**config.mk**
```make
export PLATFORM = sky130hd
export DESIGN_NAME = fetch_stage
export DESIGN_NICKNAME = d
export VERILOG_FILES = /design/src/rtl/fetch_stage.sv
export SDC_FILE = /design/constraint.sdc
export NUM_CORES = 1
export LEC_CHECK = 0
export ABC_AREA = 1
export ABC_CLOCK_PERIOD_IN_PS = 2260
export CORE_AREA = 5 5 118 120
export CTS_BUF_LIST = sky130_fd_sc_hd__clkbuf_16
export DETAILED_ROUTE_END_ITERATION = 16
export DIE_AREA = 0 0 123 125
export PLACE_DENSITY = 0.84
export SYNTH_ARGS = -nofsm -noshare
export SYNTH_HDL_FRONTEND = slang
export SYNTH_SLANG_ARGS = --single-unit
```
**constraint.sdc**
```tcl
create_clock -name clk -period 2.26 [get_ports clk]
set_input_delay 0.226 -clock clk [delete_from_list [all_inputs] [get_ports clk]]
set_output_delay 0.226 -clock clk [all_outputs]
set_load 0.03 [all_outputs]
```
**src/rtl/fetch_stage.sv**
```systemverilog
// Instruction-fetch stage: PC register, next-PC select from execute redirects,
// and the IF/ID pipeline register feeding decode.
module fetch_stage #(
    parameter logic [31:0] RESET_PC  = 32'h0000_0000,
    parameter logic [31:0] NOP_INSTR = 32'h0000_0013
) (
    input  logic        clk,
    input  logic        rst,
    input  logic        StallF,
    input  logic        StallD,
    input  logic        FlushD,
    input  logic [1:0]  PCSrcE,
    input  logic [31:0] PCTargetE,
    input  logic [31:0] ALUResultE,
    input  logic [31:0] InstrF,
    output logic [31:0] PCF,
    output logic [31:0] InstrD,
    output logic [31:0] PCD,
    output logic [31:0] PCPlus4D,
    output logic        ValidD,
    output logic        MisalignF
);

    logic [31:0] pc_q, pc_d;
    logic        misalign_q, misalign_d;
    logic [31:0] instr_q, instr_d;
    logic [31:0] pcd_q, pcd_d;
    logic [31:0] pc4d_q, pc4d_d;
    logic        valid_q, valid_d;

    logic [31:0] pc_plus4;
    logic [31:0] target;
    logic        redirect;

    // Redirects bypass StallF; a target with bit 1 set is forced down to a word boundary.
    always_comb begin
        pc_plus4   = pc_q + 32'd4;
        redirect   = (PCSrcE == 2'b01) || (PCSrcE == 2'b10);
        target     = (PCSrcE == 2'b10) ? {ALUResultE[31:1], 1'b0} : PCTargetE;
        pc_d       = pc_q;
        misalign_d = misalign_q;
        if (redirect) begin
            if (target[1]) begin
                pc_d       = {target[31:2], 2'b00};
                misalign_d = 1'b1;
            end else begin
                pc_d = target;
            end
        end else if (!StallF) begin
            pc_d = pc_plus4;
        end
    end

    always_comb begin
        instr_d = instr_q;
        pcd_d   = pcd_q;
        pc4d_d  = pc4d_q;
        valid_d = valid_q;
        if (FlushD) begin
            instr_d = NOP_INSTR;
            pcd_d   = 32'd0;
            pc4d_d  = 32'd0;
            valid_d = 1'b0;
        end else if (!StallD) begin
            instr_d = InstrF;
            pcd_d   = pc_q;
            pc4d_d  = pc_plus4;
            valid_d = 1'b1;
        end
    end

    always_ff @(posedge clk) begin
        if (rst) begin
            pc_q       <= RESET_PC;
            misalign_q <= 1'b0;
            instr_q    <= NOP_INSTR;
            pcd_q      <= 32'd0;
            pc4d_q     <= 32'd0;
            valid_q    <= 1'b0;
        end else begin
            pc_q       <= pc_d;
            misalign_q <= misalign_d;
            instr_q    <= instr_d;
            pcd_q      <= pcd_d;
            pc4d_q     <= pc4d_d;
            valid_q    <= valid_d;
        end
    end

    assign PCF       = pc_q;
    assign MisalignF = misalign_q;
    assign InstrD    = instr_q;
    assign PCD       = pcd_q;
    assign PCPlus4D  = pc4d_q;
    assign ValidD    = valid_q;

endmodule

```
* Yosys cells after proc, flatten, opt, wreduce, memory -nomap -nowiden
Index checks and enable logic that the tools add are counted.
Storage, ports and cells: memories kept 0, flip-flop bits (word level) 130, output and inout bits 130, latch bits 0, input port bits 103, word-level logic and storage cells 17, bits in read-only memories 0, memory bits (writable) 0
Operators by class: mux-type cells 4, bitwise logic cells 0, eq/ne operators 3, magnitude comparators 0, shift-type cells 0, reduce and logical (&&, ||, !) cells 3, multiply operators 0, add/subtract/negate cells 1, divide/modulo/power cells 0
Operator list (count):
- $mux W32 | 3
- $add A32 B3 Y32 const B | 1
- $eq A2 B1 Y1 const B | 1
- $eq A2 B2 Y1 const B | 1
- $ne A2 B1 Y1 const B | 1
- $reduce_and A2 Y1 | 1
- $reduce_or A2 Y1 | 1
- $logic_or A1 B1 Y1 | 1
- $mux W1 | 1

* Depth between registers and ports, before layout
word-level depth 4, depth in mapped cells 11, gate-level depth less buffers 10

* Least setup slack after synthesis
Ideal clock, no wire load.
path type register -> register, start point reg pc_q[3] (netlist: PCF[3]), end point reg pc4d_q[20] (netlist: PCPlus4D[20]), library setup time 115 ps, path slack 526 ps, cell stages (with the launch flop) 11, clock period less this slack 1734 ps, data arrival time 1618 ps, buffers on the path 0, cell sequence dfxtp_1 ha_1 nand2_2 nor2_4 nand2_4 nor2_4 nand2_1 nand2_1 nand2_1 o21ai_0 inv_1
On the way: word-level cells in the longest chain between the ends 1
RTL lines:
- start: declaration | line 24 | logic [31:0] pc_q, pc_d;
- start signal: assignment | line 81 | pc_q <= pc_d;
- $add A32 B3 Y32 | line 37 | pc_plus4 = pc_q + 32'd4;
- end signal: assignment | line 85 | pc4d_q <= pc4d_d;
- end: declaration | line 28 | logic [31:0] pc4d_q, pc4d_d;
No other way between the ends. A chain may end at the register's enable or synchronous reset.

* Final worst setup path
start point reg pc_q[18] (netlist: PCF[18]), end point out PCF[18]
RTL lines:
- end: declaration | line 16 | output logic [31:0] PCF,
No word-level cell between the ends.

==> flow_summary.ini <==
[outcome]
outcome = finished, final reports clean

[sta]
timing.setup.tns_ps = 0
rsz0062_at_grt = no
slew_viol_final = 0
finalSetupViolations = 0
final.setup_skew_ps = 9.79
finalHoldViolations = 0
fmax_mhz = 518
setup_ws_ps = 329
min_period_ps = 1930
post-route-period-util_pct = 85.4

[cts]
ctsHoldBuffers = 0
clk_pin_slew_ps = 50
cts_buffers = 17
root_buffer = clkbuf_16
post_cts_buffers = 0
cts_tree = done
htreeDepth = 4
clk_latency_ps = 430
clock-sinks = 126
clk_path_buf_depth = 2
ctsResizeCount = 0

[floorplan]
rows = 42
ioPinCount = 233
initial_utilization_pct = 44.7
die_h_um = 125
die_x_um = 123
placeableCoreArea_um2 = 12900
dieArea_um2 = 15400

[setup_path]
cp-start-kind = register
critical_path.cell_chain = clkdlybuf4s50_1
setup.worst_path.class = register to output pin
path_max_fanout = 6
r2r-start = PCF[3]
r2r_cells = 10
required_ps = 2030
crit_path_end = PCF[18]
rrSetupSlack_ps = 470
timing.rr.end = PCPlus4D[24]
crit_path_end_kind = output pin
max_stage_delay_ps = 780
slowest_stage = clkdlybuf4s50_1
critPathLaunch = PCF[18]
cp_top_family = buffers and inverters
cp.depth = 1
arrival_ps = 1700
critPathBufInv = 1

[synth]
yosysWarnings = 0
yosys.area.top_type_share_pct = 43.8
synth_cells = 843
ys_seq_area_share_pct = 43.8
synth.avg_cell_area_um2 = 6.83
synth_top_family_by_area = simple AND/OR/NAND/NOR gates
synthMuxAreaShare_pct = 0
synthAdderAreaFrac_pct = 0.434
synth_area_leaders = dfxtp_1 44%, nand2_1 14%, a21oi_1 9.4%
yosysTopAreaCell = dfxtp_1
yosys.area_share.xor_xnor_pct = 2.41
synthDistinctLibCells = 29
syn_area_um2 = 5760
synth-simple-area-share_pct = 28.2
ys_ff_latch = 126
synth_compound_area_share_pct = 17.1

[grt]
gr-usage-all-layers_pct = 25.4
met3_usage_pct = 8.72
grt_pass1_vias = 5896
grt_max_degree = 114
grt_most_used_layer = met2
met1_usage_pct = 29.8
grt_pass1_wl_um = 30600
grt_util_met2_pct = 42.4
grt-ovfl-total = 0
antenna_found_initial = 0

[place]
place_congestion = 0.875
portBuffers = 228
place_ws_ps = 202
place_hpwl_um = 14100

[power_and_ir_drop]
leakagePower_uw = 0.00365
switchingPower_uw = 1800
clockPowerShare_pct = 42.4
power_frac_comb_pct = 18.4
p_seq_share_pct = 39.3
switching_share_pct = 28.9
power_density_nw_per_um2 = 709
finalPower_uw = 6240
ir_drop_uv = 455
power.internal_uw = 4440

[detailed_routing]
wl_um = 19600
drtAntennaViolNets = 0
drc = 0
avgRoutedWirePerCell_um = 15.7
drt-pass1-iter-count = 5
vias_per_cell = 4.98
vias = 6195
drt_iter0_drc = 437

[layout]
syn_to_final_growth_pct = 52.6
fin_nets = 1161
num_antenna_cells = 0
fill_cells = 1079
drive_gt1_share_pct = 6.64

[worst_hold_path]
hold_class = input pin to register

[flow_run]
drv_cap = 0
## registers in the layout, indices dropped and copies added, names as in the netlist
name and count:
ValidD 1, MisalignF 1, PCF 31, PCD 31, InstrD 32, PCPlus4D 30
## power by group through the flow
stage               combinational, uW  clock [uW]  sequential (uW)
floorplan                         394           0             2680
detailed placement               1140           0             2490
global route                     1230        2780             2460
CTS                              1150        2670             2450
global placement                 1130           0             2490
finish                           1150        2640             2450
## synthesized netlist by cell type (all sizes together)
cell type / count
xnor2: 3
a221oi: 1
nand4: 2
a21oi: 108
inv: 61
o21ai: 71
and2: 3
ha: 2
xor2: 12
conb: 1
clkbuf: 36
buf: 17
dfxtp: 126
nand2: 222
nand3: 22
nor2: 144
a31oi: 8
o211ai: 1
a21o: 3
## routing by layer
layer | share of wire [%] | vias to the layer above
li1 | - | 3098
met1 | 40 | 2821
met2 | 49 | 240
met3 | 9.3 | 36
met4 | 2.5 | 0
met5 | 0 | -
## placed cells by master (no fill, tap or decap), drive strengths merged, types with 9 or more instances in the layout
| cell | synthesis | routed |
|---|---|---|
| xor2 | 12 | 12 |
| clkinv | 0 | 9 |
| a21oi | 108 | 108 |
| o21ai | 71 | 71 |
| nor2 | 144 | 144 |
| dfxtp | 126 | 126 |
| clkbuf | 36 | 17 |
| nand2 | 222 | 222 |
| buf | 17 | 18 |
| inv | 61 | 61 |
| nand3 | 22 | 22 |
| clkdlybuf4s50 | 0 | 227 |
## how the worst min path moves through the flow
stage	slack, ps	startpoint	end	cells past startpoint
final	270	StallD	PCPlus4D[3]	3
after CTS	260	StallD	PCPlus4D[3]	3
after global placement	440	MisalignF	MisalignF	2
after detailed placement	440	MisalignF	MisalignF	2
after global routing	300	StallD	PCD[7]	3
after floorplan	340	InstrF[0]	InstrD[0]	2
## cell families after synthesis
logic type	after synthesis
compound gates	192
xor+xnor	15
fa+ha+maj	2
buf+inv	114
flops	126
other cells	1
simple gates	393
## cell type report
type | count | area [um2] | area share [%]
multi-input cells | 605 | 2790 | 31.7
flip-flops and latches | 126 | 2520 | 28.7
repair buffers | 245 | 2450 | 27.9
clock buffers | 17 | 425 | 4.84
inverters | 61 | 230 | 2.62
well taps | 176 | 220 | 2.50
clock inverters | 15 | 150 | 1.71
## metrics by stage
step / hold slack [ps] / utilization (%) / std cells / area [um2]
finish: 271 / 68.3 / 1245 / 8790
global route: 300 / 68.3 / 1245 / 8790
global placement: 438 / 63.8 / 1213 / 8220
CTS: 260 / 68.3 / 1245 / 8790
floorplan: 339 / - / 845 / 5770
detailed placement: 445 / 63.8 / 1213 / 8220
(Power assumes the default switching activity.)
